==> src/rtl/ps2_rx_pkg.sv <==
// ps2_rx_pkg: shared types and constants for the PS/2 receive path.
//   ps2_state_e   - deframer FSM states (idle, data bits, parity, stop)
//   PS2_DATA_BITS - payload bits per frame
//   PS2_BREAK     - break prefix scan code, also decoded by the keyboard controller
//   PS2_EXT       - extended prefix scan code, also decoded by the keyboard controller
package ps2_rx_pkg;

   localparam int unsigned PS2_DATA_BITS = 8;

   localparam logic [7:0] PS2_BREAK = 8'hF0;
   localparam logic [7:0] PS2_EXT   = 8'hE0;

   typedef enum logic [1:0] {
      StIdle,
      StData,
      StParity,
      StStop
   } ps2_state_e;

endpackage

==> src/rtl/ps2_rx_fifo.sv <==
// ps2_rx_fifo: show-ahead scan-code FIFO.
//   clk, rst      - system clock, asynchronous active-high reset (empties the FIFO)
//   push_i        - request to write push_data_i
//   push_data_i   - scan code to store
//   pop_i         - consumer ready; an entry is removed only when the FIFO is non-empty
//   data_o        - head entry, 8'h00 while empty
//   valid_o       - FIFO non-empty
//   drop_o        - push refused because the FIFO was full and nothing was popped
// A push into a full FIFO succeeds when a pop happens in the same cycle.
module ps2_rx_fifo
   import ps2_rx_pkg::*;
#(
   parameter int unsigned DEPTH = 8
) (
   input  logic                     clk,
   input  logic                     rst,
   input  logic                     push_i,
   input  logic [PS2_DATA_BITS-1:0] push_data_i,
   input  logic                     pop_i,
   output logic [PS2_DATA_BITS-1:0] data_o,
   output logic                     valid_o,
   output logic                     drop_o
);

   localparam int unsigned AW = $clog2(DEPTH);

   // One extra pointer bit distinguishes full from empty.
   logic [AW:0]                wr_ptr_q, wr_ptr_d;
   logic [AW:0]                rd_ptr_q, rd_ptr_d;
   logic [PS2_DATA_BITS-1:0]   mem_q [DEPTH];

   logic empty, full, do_push, do_pop;

   always_comb begin
      empty   = (wr_ptr_q == rd_ptr_q);
      full    = (wr_ptr_q[AW] != rd_ptr_q[AW]) && (wr_ptr_q[AW-1:0] == rd_ptr_q[AW-1:0]);
      do_pop  = pop_i & ~empty;
      do_push = push_i & (~full | do_pop);
      drop_o  = push_i & ~do_push;

      wr_ptr_d = wr_ptr_q + {{AW{1'b0}}, do_push};
      rd_ptr_d = rd_ptr_q + {{AW{1'b0}}, do_pop};

      valid_o = ~empty;
      data_o  = empty ? '0 : mem_q[rd_ptr_q[AW-1:0]];
   end

   always_ff @(posedge clk or posedge rst) begin
      if (rst) begin
         wr_ptr_q <= '0;
         rd_ptr_q <= '0;
      end else begin
         wr_ptr_q <= wr_ptr_d;
         rd_ptr_q <= rd_ptr_d;
      end
   end

   // Storage needs no reset: contents are only visible while non-empty.
   always_ff @(posedge clk) begin
      if (do_push) begin
         mem_q[wr_ptr_q[AW-1:0]] <= push_data_i;
      end
   end

endmodule

==> src/rtl/ps2_rx_frame.sv <==
// ps2_rx_frame: PS/2 device-to-host frame receiver.
// Synchronises the raw PS/2 pins, deframes 11-bit frames (start, 8 data LSB first,
// odd parity, stop), and queues good scan codes in a show-ahead FIFO.
//   clk, rst      - system clock, asynchronous active-high reset
//   ps2_clk       - raw PS/2 clock pin (asynchronous)
//   ps2_data      - raw PS/2 data pin (asynchronous)
//   data_out      - FIFO head scan code, 8'h00 when empty
//   valid         - FIFO non-empty
//   ready         - consumer accepts data_out this cycle
//   frame_err     - one-cycle pulse on a rejected or abandoned frame
//   overflow      - sticky: a good byte was dropped because the FIFO was full
//   overflow_clr  - synchronous clear of overflow (a same-cycle set wins)
// Build option: define PS2_RX_TIMEOUT_EN to abandon partial frames after
// TIMEOUT_CYCLES clocks without a falling ps2_clk edge.
module ps2_rx_frame
   import ps2_rx_pkg::*;
#(
   parameter int unsigned FIFO_DEPTH     = 8,
   parameter int unsigned TIMEOUT_CYCLES = 50000
) (
   input  logic       clk,
   input  logic       rst,
   input  logic       ps2_clk,
   input  logic       ps2_data,
   output logic [7:0] data_out,
   output logic       valid,
   input  logic       ready,
   output logic       frame_err,
   output logic       overflow,
   input  logic       overflow_clr
);

   localparam int unsigned CntW = $clog2(PS2_DATA_BITS);

   if (FIFO_DEPTH < 2 || (FIFO_DEPTH & (FIFO_DEPTH - 1)) != 0) begin : g_bad_depth
      $error("FIFO_DEPTH must be a power of two and at least 2");
   end
   if (TIMEOUT_CYCLES < 2) begin : g_bad_timeout
      $error("TIMEOUT_CYCLES must be at least 2");
   end

   // Synchroniser: reset to 1 (idle bus) so leaving reset never looks like a falling edge.
   logic clk_s1_q, clk_s2_q, clk_hist_q;
   logic data_s1_q, data_s2_q;
   logic fall;

   always_ff @(posedge clk or posedge rst) begin
      if (rst) begin
         clk_s1_q   <= 1'b1;
         clk_s2_q   <= 1'b1;
         clk_hist_q <= 1'b1;
         data_s1_q  <= 1'b1;
         data_s2_q  <= 1'b1;
      end else begin
         clk_s1_q   <= ps2_clk;
         clk_s2_q   <= clk_s1_q;
         clk_hist_q <= clk_s2_q;
         data_s1_q  <= ps2_data;
         data_s2_q  <= data_s1_q;
      end
   end

   assign fall = clk_hist_q & ~clk_s2_q;

   // Deframer state
   ps2_state_e               state_q, state_d;
   logic [CntW-1:0]          bit_cnt_q, bit_cnt_d;
   logic [PS2_DATA_BITS-1:0] shreg_q, shreg_d;
   logic                     parity_q, parity_d;
   logic                     frame_err_q, frame_err_d;
   logic                     overflow_q, overflow_d;
   logic                     push;
   logic                     fifo_drop;
   logic                     timeout;

`ifdef PS2_RX_TIMEOUT_EN
   localparam int unsigned TmoW = $clog2(TIMEOUT_CYCLES);

   logic [TmoW-1:0] tmo_cnt_q, tmo_cnt_d;

   // Counts idle-bus cycles inside a frame; any falling edge restarts it.
   always_comb begin
      tmo_cnt_d = '0;
      timeout   = 1'b0;
      if (state_q != StIdle && !fall) begin
         if (tmo_cnt_q == TmoW'(TIMEOUT_CYCLES - 1)) begin
            timeout = 1'b1;
         end else begin
            tmo_cnt_d = tmo_cnt_q + TmoW'(1);
         end
      end
   end

   always_ff @(posedge clk or posedge rst) begin
      if (rst) begin
         tmo_cnt_q <= '0;
      end else begin
         tmo_cnt_q <= tmo_cnt_d;
      end
   end
`else
   assign timeout = 1'b0;
`endif

   always_comb begin
      state_d     = state_q;
      bit_cnt_d   = bit_cnt_q;
      shreg_d     = shreg_q;
      parity_d    = parity_q;
      frame_err_d = 1'b0;
      push        = 1'b0;

      if (timeout) begin
         state_d     = StIdle;
         frame_err_d = 1'b1;
      end else if (fall) begin
         unique case (state_q)
            StIdle: begin
               if (!data_s2_q) begin
                  state_d   = StData;
                  bit_cnt_d = '0;
               end else begin
                  frame_err_d = 1'b1;
               end
            end
            StData: begin
               shreg_d   = {data_s2_q, shreg_q[PS2_DATA_BITS-1:1]};
               bit_cnt_d = bit_cnt_q + CntW'(1);
               if (bit_cnt_q == CntW'(PS2_DATA_BITS - 1)) begin
                  state_d = StParity;
               end
            end
            StParity: begin
               parity_d = data_s2_q;
               state_d  = StStop;
            end
            StStop: begin
               state_d = StIdle;
               // Good frame: stop bit high and odd parity across data + parity.
               if (data_s2_q && ((^shreg_q) ^ parity_q)) begin
                  push = 1'b1;
               end else begin
                  frame_err_d = 1'b1;
               end
            end
            default: state_d = StIdle;
         endcase
      end

      if (fifo_drop) begin
         overflow_d = 1'b1;
      end else if (overflow_clr) begin
         overflow_d = 1'b0;
      end else begin
         overflow_d = overflow_q;
      end
   end

   always_ff @(posedge clk or posedge rst) begin
      if (rst) begin
         state_q     <= StIdle;
         bit_cnt_q   <= '0;
         shreg_q     <= '0;
         parity_q    <= 1'b0;
         frame_err_q <= 1'b0;
         overflow_q  <= 1'b0;
      end else begin
         state_q     <= state_d;
         bit_cnt_q   <= bit_cnt_d;
         shreg_q     <= shreg_d;
         parity_q    <= parity_d;
         frame_err_q <= frame_err_d;
         overflow_q  <= overflow_d;
      end
   end

   ps2_rx_fifo #(
      .DEPTH (FIFO_DEPTH)
   ) u_fifo (
      .clk         (clk),
      .rst         (rst),
      .push_i      (push),
      .push_data_i (shreg_q),
      .pop_i       (ready),
      .data_o      (data_out),
      .valid_o     (valid),
      .drop_o      (fifo_drop)
   );

   assign frame_err = frame_err_q;
   assign overflow  = overflow_q;

endmodule

==> config.mk <==
export PLATFORM = sky130hd
export DESIGN_NAME = ps2_rx_frame
export DESIGN_NICKNAME = d
export VERILOG_FILES = /design/src/rtl/ps2_rx_pkg.sv /design/src/rtl/ps2_rx_fifo.sv /design/src/rtl/ps2_rx_frame.sv
export SDC_FILE = /design/constraint.sdc
export NUM_CORES = 1
export LEC_CHECK = 0
export ABC_AREA = 0
export CORE_ASPECT_RATIO = 1.25
export CORE_UTILIZATION = 55
export DETAILED_ROUTE_END_ITERATION = 8
export PLACE_DENSITY = 0.73
export SLEW_MARGIN = 20
export SYNTH_ARGS = -nofsm -noshare
export SYNTH_HDL_FRONTEND = slang
export SYNTH_SLANG_ARGS = --single-unit
export TNS_END_PERCENT = 30
==> constraint.sdc <==
create_clock -name clk -period 3 [get_ports clk]
set_input_delay 0.75 -clock clk [delete_from_list [all_inputs] [get_ports clk]]
set_output_delay 0.75 -clock clk [all_outputs]
set_load 0.1 [all_outputs]
==> results.md <==
* Status: complete, no violations
* Slew Viols, Final at 0
* RSZ-0062 raised after global routing: no
* 1st-iter DRT viols at between 100 and 150
* Worst-path clk slew at 0.09 ns
* Slew @ Worst Pin at 0.501 ns
* H-tree Lvls at 3
* Final setup margin at 0.237 ns
* Simple-gate share of the synthesized area at 0.0546
* Post-synth cell types at 33
* Max Cap Viol at 0
* Ys flop type: edfxtp_1
* DRC Markers at 0
* Place WS at 0.586 ns
* Compound-Gate Fraction of Synth Area at 0.0159
* Tcrit/Tclk final at 0.921
* Clk sinks at 93
* RePlAce Congestion at 0.749
* Grt total ovfl at 0
* Post-DRT Antenna Nets at 0
* Rel. slew slack at 0.665
* Setup Buffers After CTS at 0
* CP arrival at 2.01 ns
* Mean cell area of the mapped netlist at 18.0 um2
* XOR/XNOR Fraction of Synth Area at 0.0416
* Number of gates resized after CTS at 0
* Final core occ at 0.676
* Mapped Nets at 230
* Die Y-Extent at 95.5 um
* Final #Nets at between 200 and 300
* Num CTS Buffers at 9
* Mapped Area at 3850 um2
* Most frequent cells in the layout: edfxtp_1 (64), dfrtp_1 (24), buf_4 (19)
* Rows at 33
* Core area at ~6600 um2
* Warnings from Yosys at 0
* Pre-Repair DR Iteration Count at 4
* I/O Pins at 17
* Routed WL at 6420 um
* CTS Hold Bufs at 0
* Worst hold stages at 0
* DP HPWL at about 4300 um
* Drt wl/cell at 18.7 um
* Number of flops mapped to enable cells by yosys at 64
* Antenna Cells at 0
* Post-synthesis sequential area ratio at 0.690
* Synth async-reset ratio at 0.312
* Worst setup EP type: primary output
* CTS tree: done
* Avg Vias per Cell at around 5.6
* Crit Path Max Fanout at 18
* Die Footprint at about 7300 um2
* Syn Inst Count at 214
* Layout cell share with drive strength beyond 1 at 0.313
* Vias at just under 2000
* Root Buffer Master: clkbuf_8
* Initial antenna violation count at 0
* CP startpoint kind: register
* GRT Util Overall at 0.201
* IO buf count at 16
* Largest family of logic cells by synthesized area: multiplexers
* First-pass GRT wire length at 10300 um
* Max Freq at 0.362 GHz
* Tmin final at around 2.8 ns
* Final hold vios at 0
* Initial Utilization at 0.579
* Vias in the first global route at 2006
* R2R depth at 7
* Post-synthesis adder-cell area fraction at 0.0325
* Clock skew at 0.0110 ns
* Layout area overhead at 16.8%
* Clock latency on the worst-skew pair at 0.36 ns
* Type of the worst setup path: reg -> out
* Hold WC Path Type: reg -> reg
* Setup-failing EPs final at 0
* Largest net degree at the start of global routing at 30
* Max clock buf depth at 2
* Mux share of post-synthesis cell area at 0.152
* Commonest non-fill, non-tap cell in the layout: edfxtp_1
* Die width at 76.8 um
* Required @ worst endpoint at 2.25 ns
* FF+latch count, synth at 93
## registers in the layout (all words and copies together), names as in the netlist
| name | count |
|---|---|
| u_fifo.wr_ptr_q | 4 |
| clk_s1_q | 1 |
| shreg_q | 8 |
| data_s1_q | 1 |
| overflow | 1 |
| clk_s2_q | 1 |
| u_fifo.rd_ptr_q | 4 |
| frame_err | 1 |
| parity_q | 1 |
| data_s2_q | 1 |
| clk_hist_q | 1 |
| state_q | 2 |
| u_fifo.mem_q | 64 |
| bit_cnt_q | 3 |
## synth_stat cells, drive strengths merged (5+ instances only)
cell type / instances / area [um2]
buf: 5 / 22.5
dfrtp: 24 / 601
dfstp: 5 / 131
edfxtp: 64 / 1920
ha: 10 / 125
inv: 6 / 22.5
mux2: 11 / 124
mux2i: 10 / 100
mux4: 16 / 360
nand2b: 5 / 31.3
nor2: 12 / 45.0
nor4: 7 / 43.8
xnor2: 7 / 61.3
xor2: 5 / 51.3
## layout make-up
class	instances	area [um2]
inverter	6	22.5
multi-input combinational	108	1150
sequential	93	2650
tap	87	109
clock buffer	10	128
clock inverter	6	62.6
timing repair buffer	33	373
fill	435	2150
## path summary, 6_finish.rpt
path	start	endpoint	slack, ns
worst max register to register	shreg_q[6]$_DFFE_PP0P_	u_fifo.wr_ptr_q[2]$_DFF_PP0_	0.54
worst max-delay path	u_fifo.rd_ptr_q[0]$_DFF_PP0_	data_out[1]	0.24
max in group asynchronous	rst	clk_s2_q$_DFF_PP1_	1.93
worst min-delay path	data_s1_q$_DFF_PP1_	data_s2_q$_DFF_PP1_	0.36
worst min register to register	data_s1_q$_DFF_PP1_	data_s2_q$_DFF_PP1_	0.36
min in group asynchronous	rst	u_fifo.rd_ptr_q[0]$_DFF_PP0_	0.75
## metal layers
layer,up-vias,GRT usage,part of all wire
met5,-,0,0
met4,0,0.115,0.021
met3,9,0.0268,0.020
met2,34,0.371,0.56
met1,986,0.223,0.40
li1,900,-,-
## through the flow
stage          hold WS, ns  instances  setup TNS (ns)  area [um2]
6_report             0.358        343               0        4490
4_1_cts              0.360        343               0        4490
3_3_place_gp         0.346        327               0        4300
3_5_place_dp         0.347        327               0        4300
2_1_floorplan        0.345        214           -1.32        3850
5_1_grt              0.368        343               0        4490
## worst max-delay path, cell delays in order, from the launching register on
cell	delay (ns)
dfrtp_1	0.33
buf_4	0.32
mux4_2	0.58
mux2i_1	0.15
nor2_1	0.09
buf_12	0.17
## cell families (layout without fill, tap and decap cells)
group	after synthesis	after routing
DFF	93	93
xor gates and xnor gates	14	14
buffers and inverters	13	55
adders and majority gates	10	10
and+or+nand+nor	39	39
AOI/OAI and AO/OA	8	8
muxes	37	37
Power is not shown: default switching activity piles up to over one toggle a cycle in this logic, so the estimate is an artifact.
